--- src/rtl/alien_calc_seq.sv ---
// Sequential alien calculator: start/busy/done handshake around add/sub/shift-add mul/restoring div,
// with an 8-digit multiplexed seven-segment scanner showing the latched operands and the result.
module alien_calc_seq #(
  parameter int unsigned W           = 5,
  parameter int unsigned REFRESH_DIV = 100000
) (
  input  logic           sys_clk,
  input  logic           sys_rst,
  input  logic           i_start,
  input  logic [1:0]     i_Calc,
  input  logic [W-1:0]   i_A,
  input  logic [W-1:0]   i_B,
  output logic           o_busy,
  output logic           o_done,
  output logic [2*W-1:0] o_Result,
  output logic           o_Neg,
  output logic           o_Err,
  output logic [7:0]     o_enable,
  output logic [6:0]     o_CAG,
  output logic           o_DP
);

  localparam int unsigned RW = 2 * W;
  localparam int unsigned NW = $clog2(W);
  localparam int unsigned CW = $clog2(REFRESH_DIV);

  typedef enum logic [1:0] {IDLE, EXEC, FIN} state_t;

  state_t          state_q, state_d;
  logic [W-1:0]    a_q, a_d, b_q, b_d;
  logic [1:0]      op_q, op_d;
  logic [NW-1:0]   n_q, n_d;
  logic [RW-1:0]   acc_q, acc_d, mc_q, mc_d;
  logic [W-1:0]    mp_q, mp_d, rem_q, rem_d, quot_q, quot_d;
  logic [RW-1:0]   result_q, result_d;
  logic            neg_q, neg_d, err_q, err_d, busy_q, done_q;
  logic [CW-1:0]   rcnt_q, rcnt_d;
  logic [2:0]      idx_q, idx_d;
  logic [7:0]      en_q;
  logic [6:0]      cag_q;
  logic            dp_q;

  // One iteration of each multi-cycle datapath
  logic [RW-1:0]   acc_n;
  logic [W:0]      div_sh, div_tr;
  logic            div_ok;
  logic [W-1:0]    rem_n, quot_n, diff_ab, diff_ba;
  logic            last;

  assign acc_n   = mp_q[0] ? acc_q + mc_q : acc_q;
  assign div_sh  = {rem_q, quot_q[W-1]};
  assign div_tr  = div_sh - {1'b0, b_q};
  assign div_ok  = ~div_tr[W];
  assign rem_n   = div_ok ? div_tr[W-1:0] : div_sh[W-1:0];
  assign quot_n  = {quot_q[W-2:0], div_ok};
  assign diff_ab = a_q - b_q;
  assign diff_ba = b_q - a_q;
  assign last    = (n_q == NW'(W - 1));

  // Control FSM and operation datapath
  always_comb begin
    state_d  = state_q;
    a_d      = a_q;
    b_d      = b_q;
    op_d     = op_q;
    n_d      = n_q;
    acc_d    = acc_q;
    mc_d     = mc_q;
    mp_d     = mp_q;
    rem_d    = rem_q;
    quot_d   = quot_q;
    result_d = result_q;
    neg_d    = neg_q;
    err_d    = err_q;
    case (state_q)
      IDLE, FIN: begin
        if (state_q == FIN) state_d = IDLE;
        if (i_start) begin
          state_d = EXEC;
          a_d     = i_A;
          b_d     = i_B;
          op_d    = i_Calc;
          n_d     = '0;
          acc_d   = '0;
          mc_d    = RW'(i_A);
          mp_d    = i_B;
          rem_d   = '0;
          quot_d  = i_A;
        end
      end
      EXEC: begin
        n_d = n_q + NW'(1);
        case (op_q)
          2'b00: begin
            result_d = RW'(a_q) + RW'(b_q);
            neg_d    = 1'b0;
            err_d    = 1'b0;
            state_d  = FIN;
          end
          2'b01: begin
            result_d = (a_q < b_q) ? RW'(diff_ba) : RW'(diff_ab);
            neg_d    = (a_q < b_q);
            err_d    = 1'b0;
            state_d  = FIN;
          end
          2'b10: begin
            acc_d = acc_n;
            mc_d  = mc_q << 1;
            mp_d  = mp_q >> 1;
            if (last) begin
              result_d = acc_n;
              neg_d    = 1'b0;
              err_d    = 1'b0;
              state_d  = FIN;
            end
          end
          default: begin
            if (b_q == '0) begin
              result_d = '0;
              neg_d    = 1'b0;
              err_d    = 1'b1;
              state_d  = FIN;
            end else begin
              rem_d  = rem_n;
              quot_d = quot_n;
              if (last) begin
                result_d = {rem_n, quot_n};
                neg_d    = 1'b0;
                err_d    = 1'b0;
                state_d  = FIN;
              end
            end
          end
        endcase
      end
      default: state_d = IDLE;
    endcase
  end

  // Display scan: digit selection and glyph lookup
  logic [31:0] disp;
  logic [3:0]  nib;
  logic [6:0]  glyph;
  logic        dp_d;

  assign disp = {8'(a_q), 8'(b_q), 16'(result_q)};
  assign nib  = disp[{idx_q, 2'b00} +: 4];
  assign dp_d = ~(((idx_q == 3'd3) && neg_q) || ((idx_q == 3'd0) && err_q));

  always_comb begin
    rcnt_d = rcnt_q + CW'(1);
    idx_d  = idx_q;
    if (rcnt_q == CW'(REFRESH_DIV - 1)) begin
      rcnt_d = '0;
      idx_d  = idx_q + 3'd1;
    end
    case (nib)
      4'h0: glyph = 7'b0000001;
      4'h1: glyph = 7'b1001111;
      4'h2: glyph = 7'b0010010;
      4'h3: glyph = 7'b0000110;
      4'h4: glyph = 7'b1001100;
      4'h5: glyph = 7'b0100100;
      4'h6: glyph = 7'b0100000;
      4'h7: glyph = 7'b0001111;
      4'h8: glyph = 7'b0000000;
      4'h9: glyph = 7'b0000100;
      4'hA: glyph = 7'b0001000;
      4'hB: glyph = 7'b1100000;
      4'hC: glyph = 7'b0110001;
      4'hD: glyph = 7'b1000010;
      4'hE: glyph = 7'b0110000;
      default: glyph = 7'b0111000;
    endcase
  end

  always_ff @(posedge sys_clk) begin
    if (sys_rst) begin
      state_q  <= IDLE;
      a_q      <= '0;
      b_q      <= '0;
      op_q     <= '0;
      n_q      <= '0;
      acc_q    <= '0;
      mc_q     <= '0;
      mp_q     <= '0;
      rem_q    <= '0;
      quot_q   <= '0;
      result_q <= '0;
      neg_q    <= 1'b0;
      err_q    <= 1'b0;
      busy_q   <= 1'b0;
      done_q   <= 1'b0;
      rcnt_q   <= '0;
      idx_q    <= '0;
      en_q     <= 8'hFE;
      cag_q    <= 7'b0000001;
      dp_q     <= 1'b1;
    end else begin
      state_q  <= state_d;
      a_q      <= a_d;
      b_q      <= b_d;
      op_q     <= op_d;
      n_q      <= n_d;
      acc_q    <= acc_d;
      mc_q     <= mc_d;
      mp_q     <= mp_d;
      rem_q    <= rem_d;
      quot_q   <= quot_d;
      result_q <= result_d;
      neg_q    <= neg_d;
      err_q    <= err_d;
      busy_q   <= (state_d == EXEC);
      done_q   <= (state_d == FIN);
      rcnt_q   <= rcnt_d;
      idx_q    <= idx_d;
      en_q     <= ~(8'b1 << idx_q);
      cag_q    <= glyph;
      dp_q     <= dp_d;
    end
  end

  assign o_busy   = busy_q;
  assign o_done   = done_q;
  assign o_Result = result_q;
  assign o_Neg    = neg_q;
  assign o_Err    = err_q;
  assign o_enable = en_q;
  assign o_CAG    = cag_q;
  assign o_DP     = dp_q;

endmodule
--- config.mk ---
export PLATFORM = sky130hd
export DESIGN_NAME = alien_calc_seq
export DESIGN_NICKNAME = d
export VERILOG_FILES = /design/src/rtl/alien_calc_seq.sv
export SDC_FILE = /design/constraint.sdc
export NUM_CORES = 1
export LEC_CHECK = 0
export ABC_AREA = 1
export CORE_ASPECT_RATIO = 1.75
export CORE_UTILIZATION = 55
export CTS_CLUSTER_SIZE = 24
export DETAILED_ROUTE_END_ITERATION = 6
export MAX_ROUTING_LAYER = met4
export PLACE_DENSITY = 0.76
export SKIP_LAST_GASP = 1
export SLEW_MARGIN = 20
export SYNTH_ARGS = -nofsm -noshare
export SYNTH_HDL_FRONTEND = slang
export SYNTH_SLANG_ARGS = --single-unit
--- constraint.sdc ---
create_clock -name sys_clk -period 2.4 [get_ports sys_clk]
set_input_delay 0.6 -clock sys_clk [delete_from_list [all_inputs] [get_ports sys_clk]]
set_output_delay 0.6 -clock sys_clk [all_outputs]
set_load 0.01 [all_outputs]
==> flow_summary.ini, run 1 <==
[drt]
drc = 0
dr_total_vias = 5706
initialDrtViolationCount = 452
wire_per_inst_um = 17.1
via_per_inst = 5.75
antenna_left = 0
totalWireLength_mm = 17.0
drt-pass1-iter-count = 6

[setup_path]
crit_type = flip-flop to flip-flop
critPathLaunchType = flip-flop
cp_max_fo = 6
required_ns = 2.65
crit_arrival_ns = 2.41
setup.worst_path.end_class = flip-flop

[clocking]
root_buffer = clkbuf_16
path_clk_slew_ns = 0.07
cts-htree-levels = 3
cts_buffer_depth = 2
post_cts_buffers = 0
cts_inserted_buffers = 9
cts_hold_buf = 0
cts_resized = 0
cts_tree = yes
clock-sinks = 102
insertion_delay_ns = 0.36

[timing]
period_needed_ns = 2.17
hold_viol_final = 0
fin_ws_ns = 0.231
setup_viol = 0
final.period_utilization_pct = 90.4
slew_headroom_pct = 60.4
rsz0062_at_grt = false
final_max_slew_viol_count = 0
final.setup.tns_ns = 0
worst_pin_slew_ns = 0.594
fin_skew_ns = 0.00844
fmax_ghz = 0.461

[placed_design]
dpl.hpwl_mm = 13.1
port-buffer-count = 44
dpl_worst_slack_ns = 0.205
place.gp.congestion = 0.924

[logic_synthesis]
synth-seq-cells = 102
synth-edff-count = 0
syn_inst = 819
synth_area_um2 = 5900
ys.flop_type = dfxtp_1
synth-warning-count = 0
ys_types = 45
yosys.area.top_type = dfxtp_1
synth_fp_nets = 882
synth_top_cells_by_area = dfxtp_1, nand2_1, ha_1, nand3_1, inv_1
synth.most_common_cell = nand2_1
synthArstFlopShare_pct = 0
ys_top_cells_by_count = nand2_1, dfxtp_1, inv_1, nand3_1, a21oi_1
avgSynthCellArea_um2 = 7.20
ys_seq_area_share_pct = 34.6
synth_top_area_share_pct = 34.6

[outcome]
outcome = complete, no violations

[global_routing]
grt_pass1_vias = 5763
grt_pass1_wl_mm = 27.4
overflow = 0
antenna_found_initial = 0
track_usage_pct = 33.2
grt_max_degree = 53

[power]
power_density_nw_per_um2 = 620
p_total_mw = 4.19
p_leak_nw = 2.93
ir_drop_mv = 0.383

[final_layout]
syn_to_final_growth_pct = 14.8
drive_above_1_share_pct = 7.63
final_util_pct = 65.3
antenna_cells = 0
layout.nets = 923

[flow_run]
maxCapViolations = 0

[floorplanning]
coreArea_um2 = 10400
rows = 49
die_h_um = 139
ios = 45
die_x_um = 80.3
dieArea_um2 = 11200
start_util_pct = 56.9

[min_path]
hp-class = flip-flop to flip-flop
## per-layer routing
metal | GRT usage [%] | share of wire, % | up-vias
met3 | 5.79 | 4.5 | 95
met2 | 58.1 | 52 | 174
met4 | 25.0 | 8.0 | 0
met5 | - | 0 | -
li1 | - | - | 2785
met1 | 31.2 | 36 | 2652
## metrics by stage
stage | hold slack, ns | instance area (um2) | instances
2_1_floorplan | 0.417 | 5900 | 819
3_3_place_gp | 0.430 | 6450 | 976
3_5_place_dp | 0.437 | 6450 | 976
4_1_cts | 0.451 | 6760 | 992
5_1_grt | 0.472 | 6770 | 992
6_report | 0.448 | 6770 | 992
## area by class of cell
cell class	count	area, um2
Timing Repair Buffer	57	551
Tap cell	127	159
Sequential cell	102	2040
Multi-Input combinational cell	585	3300
Clock inverter	4	53.8
Inverter	105	407
Fill cell	945	3590
Clock buffer	12	256
## state kept, by name, summed over array words and instances, names as in the netlist
signal / count
o_CAG: 7
op_q: 2
o_Neg: 1
o_Err: 1
mc_q: 10
mp_q: 5
n_q: 3
o_busy: 1
acc_q: 10
quot_q: 5
idx_q: 3
o_enable: 8
rcnt_q: 17
rem_q: 5
o_DP: 1
b_q: 5
o_done: 1
state_q: 2
a_q: 5
o_Result: 10
## kinds of logic (layout without fill, tap and decap cells)
family          Yosys count  in the layout  share of synthesized area (%)
simple gates            352            352                           26.9
compound gates          170            170                           16.0
buf+inv                 132            178                           9.50
flops                   102            102                           34.6
fa+ha+maj                48             48                           10.8
xor+xnor                 15             15                           2.23
## power by group
group | internal, mW | leakage [nW] | switching [mW] | total (mW)
combinational | 0.308 | 1.96 | 0.507 | 0.815
clock | 0.870 | 0.145 | 0.655 | 1.53
sequential | 1.78 | 0.833 | 0.0785 | 1.85
total | 2.95 | 2.93 | 1.24 | 4.19
## cell usage in the layout, fill, tap and decap left out, types with 2 or more instances in the layout
cell type        Yosys  routed
a211oi_1             3       3
o21a_1               3       3
clkdlybuf4s50_1      0      44
o21ai_0             54      54
inv_6                1       2
ha_1                43      43
nand2_1            162     162
nor3_2               2       2
fa_1                 5       5
nand3_2              2       2
dfxtp_1            102     102
a31oi_1             16      15
clkinvlp_4           0       2
nor2_2               5       5
o211ai_1             7       7
clkbuf_16            0       9
a21oi_2              2       2
buf_4                4      12
nand3b_1             3       3
xor2_1               8       8
nand3_1             86      86
inv_1               94      94
nand2_2              3       3
a21oi_1             69      69
nor3_1              10      10
nand4_1             10      10
inv_2                8       8
xnor2_1              7       7
nand2_4              2       2
clkbuf_8             0       2
nor2_1              54      54
or2_2                9       9
o21bai_1             4       4
o21ai_1              6       6
## critical path, stage by stage (launching register included)
cell      delay [ns]
dfxtp_1         0.48
inv_1           0.19
ha_1            0.38
nand3_1         0.11
nand2_1         0.11
a21oi_2         0.24
inv_1           0.12
o21ai_0         0.15
o21ai_0         0.09
o21bai_1        0.14
inv_1           0.05
## worst paths after layout
| kind | from | end | slack [ns] | cells after the start |
|---|---|---|---|---|
| max reg2reg | a_q[1]$_SDFFE_PP0P_ | o_Result[1]$_SDFFE_PP0P_ | 0.23 | 10 |
| min reg2reg | rcnt_q[0]$_SDFF_PP0_ | rcnt_q[0]$_SDFF_PP0_ | 0.45 | 1 |
| min | rcnt_q[0]$_SDFF_PP0_ | rcnt_q[0]$_SDFF_PP0_ | 0.45 | 1 |
| max | a_q[1]$_SDFFE_PP0P_ | o_Result[1]$_SDFFE_PP0P_ | 0.23 | 10 |
Power figures use the tool's default switching activity.
==> run 2: changes to the inputs <==
--- a/config.mk
+++ b/config.mk
@@ -8,6 +8,7 @@
 export ABC_AREA = 1
 export CORE_ASPECT_RATIO = 1.75
 export CORE_UTILIZATION = 55
+export CTS_BUF_LIST = sky130_fd_sc_hd__clkbuf_2 sky130_fd_sc_hd__clkbuf_4 sky130_fd_sc_hd__clkbuf_8
 export CTS_CLUSTER_SIZE = 24
 export DETAILED_ROUTE_END_ITERATION = 6
 export MAX_ROUTING_LAYER = met4
==> run 2 against run 1 <==
Net effect:
- the flow now finishes with violations (design-rule violations)
- clock power is 24% lower
- via count up 0.40%
- sequential power about the same
- utilization decreased by 0.93 points
- die area did not move
- final cell count is the same
- sequential cell count unchanged
- wire length about the same
- register-to-register slack improved by 0.03 ns
- final area fell by 1.4%
- count of clock-buffer cells in the layout unchanged
- total power shrank 8.5%
- critical endpoint is now o_Result[4]$_SDFFE_PP0P_
==> flow_summary.ini, run 2 (synthesis gave the netlist of run 1 again) <==
[setup_path]
r2r_slack_ns = 0.26
reg2reg_depth = 11
crit_type = flip-flop to flip-flop
rr_startpoint = mc_q[0]$_SDFFE_PP0P_
cp_cell_sequence = ha_1 -> inv_1 -> fa_1 -> o21ai_0 -> buf_4 -> xnor2_1 -> nand2_1 -> nand3_1 -> nand3_1 -> o21bai_1 -> inv_1
cp_max_fo = 3
required_ns = 2.67
worst_path_max_delay_cell = fa_1
crit_arrival_ns = 2.42
r2r_end = o_Result[4]$_SDFFE_PP0P_
max_stage_delay_ns = 0.40
critPathLaunchType = flip-flop
setup.worst_path.end_class = flip-flop

[global_routing]
track_usage_pct = 33.1
grt_pass1_wl_mm = 27.3
antenna_found_initial = 0
grt_pass1_vias = 5738
grt_max_degree = 53
overflow = 0

[floorplanning]
die_h_um = 139
rows = 49
dieArea_um2 = 11200
ios = 45
die_x_um = 80.3
start_util_pct = 56.9
coreArea_um2 = 10400

[power]
p_total_mw = 3.84
power_density_nw_per_um2 = 575
ir_drop_mv = 0.382
p_leak_nw = 2.89

[drt]
wire_per_inst_um = 17.1
initialDrtViolationCount = 416
totalWireLength_mm = 17.0
via_per_inst = 5.78
drt-pass1-iter-count = 7
antenna_left = 0
dr_total_vias = 5729
drc = 1

[placed_design]
placedInstanceArea_um2 = 6450
dpl_worst_slack_ns = 0.205
dpl.cell_count = 976
dpl.hpwl_mm = 13.1
place.gp.congestion = 0.924
port-buffer-count = 44

[outcome]
violations = design-rule violations
outcome = finished, violations left

[timing]
rsz0062_at_grt = false
fin_ws_ns = 0.256
slew_headroom_pct = 59.2
final.period_utilization_pct = 89.3
period_needed_ns = 2.14
fmax_ghz = 0.466
worst_pin_slew_ns = 0.611
setup_viol = 0
final.setup.tns_ns = 0
hold_viol_final = 0
fin_skew_ns = 0.00944
final_max_slew_viol_count = 0
fin_hold_ws_ns = 0.448

[final_layout]
largest_reg_flops = 17
layout.nets = 923
syn_to_final_growth_pct = 13.2
fin_cells = 992
mostFrequentLayoutCells = nand2_1, dfxtp_1, inv_1, nand3_1, a21oi_1
final_common_cell = nand2_1
fin_area_um2 = 6670
drive_above_1_share_pct = 7.86
final_util_pct = 64.4
largest_register = rcnt_q
antenna_cells = 0

[clocking]
cts_inserted_buffers = 9
insertion_delay_ns = 0.38
clock-sinks = 102
cts_tree = yes
path_clk_slew_ns = 0.10
cts-htree-levels = 3
root_buffer = clkbuf_8
cts_buffer_depth = 2
cts_hold_buf = 0

[flow_run]
maxCapViolations = 0

[min_path]
min_from = rcnt_q[0]$_SDFF_PP0_
hp-class = flip-flop to flip-flop
worstHoldEndpoint = rcnt_q[0]$_SDFF_PP0_
holdPathStages = 1
[run 2: worst max-delay path, delay by kind of cell (launching register included)]
kind / cells / cell delay (ns)
buffers and inverters: 3 / 0.29
xor gates and xnor gates: 1 / 0.11
AOI/OAI and AO/OA: 2 / 0.31
and+or+nand+nor: 3 / 0.32
adders and majority gates: 2 / 0.62
DFF: 1 / 0.38
[run 2: how the worst max path moves through the flow]
stage / cells past startpoint / startpoint / end / slack [ns]
global route: 11 / idx_q[1]$_SDFFE_PP0P_ / o_CAG[3]$_SDFF_PP0_ / 0.05
finish: 11 / mc_q[0]$_SDFFE_PP0P_ / o_Result[4]$_SDFFE_PP0P_ / 0.26
CTS: 9 / idx_q[0]$_SDFFE_PP0P_ / o_CAG[1]$_SDFF_PP0_ / 0.19
floorplan: 11 / idx_q[1]$_SDFFE_PP0P_ / o_CAG[1]$_SDFF_PP0_ / 0.53
detailed placement: 9 / idx_q[0]$_SDFFE_PP0P_ / o_CAG[1]$_SDFF_PP0_ / 0.21
global placement: 10 / a_q[1]$_SDFFE_PP0P_ / o_Result[1]$_SDFFE_PP0P_ / 0.26
[run 2: what timing repair did]
action | in CTS | in global routing
buffers inserted | 0 | 0
setup endpoints to repair | 0 | 4
endpoints found under the hold margin | 0 | 0
resized for setup | 0 | 2
[run 2: cell type report]
cell class / count / area (um2)
Multi-Input combinational cell: 585 / 3300
Clock inverter: 4 / 53.8
Sequential cell: 102 / 2040
Inverter: 105 / 407
Tap cell: 127 / 159
Clock buffer: 12 / 159
Timing Repair Buffer: 57 / 551
Fill cell: 962 / 3690
[run 2: routing by layer]
metal,global-route usage (%),vias up,wire (um)
met5,-,-,0
met4,24.2,0,1330
met3,5.13,85,791
met2,58.3,191,8810
met1,31.4,2667,6030
li1,-,2786,-
[run 2: where the power goes]
part | internal [mW] | switching [mW]
Clock | 0.555 | 0.612
Combinational | 0.308 | 0.509
Sequential | 1.78 | 0.0789
Total | 2.64 | 1.20
==> run 3: changes to the inputs <==
--- a/config.mk
+++ b/config.mk
@@ -7,14 +7,14 @@
 export LEC_CHECK = 0
 export ABC_AREA = 1
 export CORE_ASPECT_RATIO = 1.75
-export CORE_UTILIZATION = 55
+export CORE_UTILIZATION = 61
 export CTS_BUF_LIST = sky130_fd_sc_hd__clkbuf_2 sky130_fd_sc_hd__clkbuf_4 sky130_fd_sc_hd__clkbuf_8
 export CTS_CLUSTER_SIZE = 24
 export DETAILED_ROUTE_END_ITERATION = 6
 export MAX_ROUTING_LAYER = met4
-export PLACE_DENSITY = 0.76
+export PLACE_DENSITY = 0.83
 export SKIP_LAST_GASP = 1
-export SLEW_MARGIN = 20
 export SYNTH_ARGS = -nofsm -noshare
 export SYNTH_HDL_FRONTEND = slang
 export SYNTH_SLANG_ARGS = --single-unit
+export TNS_END_PERCENT = 1
==> run 3 against run 2 <==
Net effect:
- the flow now finishes without violations
- utilization increased by 6.4 points
- first-iteration DRC count increased by 14%
- die area decreased by 9.6%
- clock skew increased by 0.0058 ns
- critical path type unchanged
- highest routed layer unchanged
==> flow_summary.ini, run 3 (synthesis gave the netlist of run 1 again) <==
[outcome]
outcome = complete, no violations

[power]
power_density_nw_per_um2 = 569
ir_drop_mv = 0.359
power_switching_mw = 1.20
p_int_mw = 2.59
power_frac_clock_pct = 29.7
p_comb_share_pct = 21.4
p_sw_share_pct = 31.8
p_seq_share_pct = 48.9
p_leak_nw = 2.89

[floorplanning]
dieArea_um2 = 10100
rows = 47
start_util_pct = 62.7
die_h_um = 132
ios = 45
coreArea_um2 = 9410
die_x_um = 76.3

[timing]
period_needed_ns = 2.19
setup_viol = 0
slew_headroom_pct = 64.2
worst_pin_slew_ns = 0.537
final.period_utilization_pct = 91.4
fmax_ghz = 0.456
hold_viol_final = 0
final_max_slew_viol_count = 0
rsz0062_at_grt = true
fin_skew_ns = 0.0152
fin_ws_ns = 0.206

[global_routing]
grt_max_degree = 53
grt_pass1_wl_mm = 25.5
grt_pass1_vias = 5432
track_usage_pct = 33.0
overflow = 0
antenna_found_initial = 0

[final_layout]
final_common_cell = nand2_1
largest_reg_flops = 17
fin_cells = 987
layout.nets = 923
n_fill_cell = 800
largest_register = rcnt_q
syn_to_final_growth_pct = 12.9
antenna_cells = 0
drive_above_1_share_pct = 7.75
mostFrequentLayoutCells = nand2_1, dfxtp_1, inv_1, nand3_1, a21oi_1

[clocking]
post_cts_buffers = 0
cts-htree-levels = 3
insertion_delay_ns = 0.38
root_buffer = clkbuf_8
cts_hold_buf = 0
clock-sinks = 102
cts_inserted_buffers = 9
cts_buffer_depth = 2
path_clk_slew_ns = 0.10
cts_tree = yes

[setup_path]
crit_arrival_ns = 2.51
crit_type = flip-flop to flip-flop
setup.worst_path.end_class = flip-flop
cp_common_cell = nand3_1
critPathLaunchType = flip-flop
cp_cell_sequence = inv_1 -> ha_1 -> a21oi_1 -> nand4_1 -> nand3_1 -> nand3_1 -> nand3_1 -> nand2_1 -> inv_1
path_delay_family = simple AND/OR/NAND/NOR gates
rr_startpoint = b_q[4]$_SDFFE_PP0P_
r2r_slack_ns = 0.21
critPathLaunch = b_q[4]$_SDFFE_PP0P_
cp_max_fo = 7
crit_buf_inv = 2
max_stage_delay_ns = 0.37
worst_path_max_delay_cell = ha_1
reg2reg_depth = 9
required_ns = 2.72
r2r_end = o_Result[9]$_SDFFE_PP0P_

[placed_design]
dpl.cell_count = 971
port-buffer-count = 44
dpl_worst_slack_ns = 0.179
place.gp.congestion = 0.968
dpl.hpwl_mm = 12.2

[drt]
initialDrtViolationCount = 473
via_per_inst = 5.71
drc = 0
drt-pass1-iter-count = 5
wire_per_inst_um = 15.9
dr_total_vias = 5633
totalWireLength_mm = 15.7
antenna_left = 0

[min_path]
min_from = rcnt_q[0]$_SDFF_PP0_
holdPathStages = 1
hp-class = flip-flop to flip-flop
worstHoldEndpoint = rcnt_q[0]$_SDFF_PP0_

[flow_run]
maxCapViolations = 0
[run 3: power by group through the flow]
stage | Clock, mW | Combinational (mW) | Sequential [mW]
2_1_floorplan | 0 | 0.539 | 1.88
4_1_cts | 1.15 | 0.798 | 1.85
6_report | 1.13 | 0.812 | 1.85
3_3_place_gp | 0 | 0.773 | 1.89
5_1_grt | 1.21 | 0.903 | 1.86
3_5_place_dp | 0 | 0.792 | 1.89
[run 3: how the worst max path moves through the flow]
stage                                    end  slack (ns)  depth (start not counted)
finish              o_Result[9]$_SDFFE_PP0P_        0.21                          9
global placement    o_Result[1]$_SDFFE_PP0P_        0.23                         10
floorplan                o_CAG[1]$_SDFF_PP0_        0.53                         11
detailed placement      mp_q[2]$_SDFFE_PP0P_        0.18                          7
CTS                 o_Result[1]$_SDFFE_PP0P_        0.21                         10
global route        o_Result[8]$_SDFFE_PP0P_       -0.02                         11
[run 3: stage by stage]
step                      setup TNS [ns]  util [%]  instance area (um2)  hold WS, ns  total power [mW]
after floorplan                        0         -                 5900        0.417              2.42
after CTS                              0      70.7                 6650        0.459              3.80
after detailed placement               0      68.5                 6450        0.444              2.68
after global routing             -0.0238      70.8                 6660        0.489              3.97
after global placement                 0      68.5                 6450        0.428              2.66
final                                  0      70.8                 6660        0.451              3.79
[run 3: final cells by class]
| type | instances | area, um2 | share of cell area, % |
|---|---|---|---|
| Multi-Input combinational cell | 585 | 3300 | 49.6 |
| Timing Repair Buffer | 57 | 551 | 8.27 |
| Clock inverter | 7 | 80.1 | 1.20 |
| Tap cell | 122 | 153 | 2.29 |
| Sequential cell | 102 | 2040 | 30.7 |
| Inverter | 105 | 407 | 6.11 |
| Clock buffer | 9 | 124 | 1.86 |
[run 3: per-layer routing]
layer	vias up	share of wire (%)	track usage, %
li1	2785	-	-
met1	2619	39	34.7
met2	173	52	58.0
met3	56	4.1	4.57
met4	0	5.4	19.3
met5	-	0	-
[run 3: timing repair]
item | CTS | global route
hold endpoints to repair | 0 | 0
gates resized for setup | 0 | 2
endpoints found under the setup margin | 0 | 2
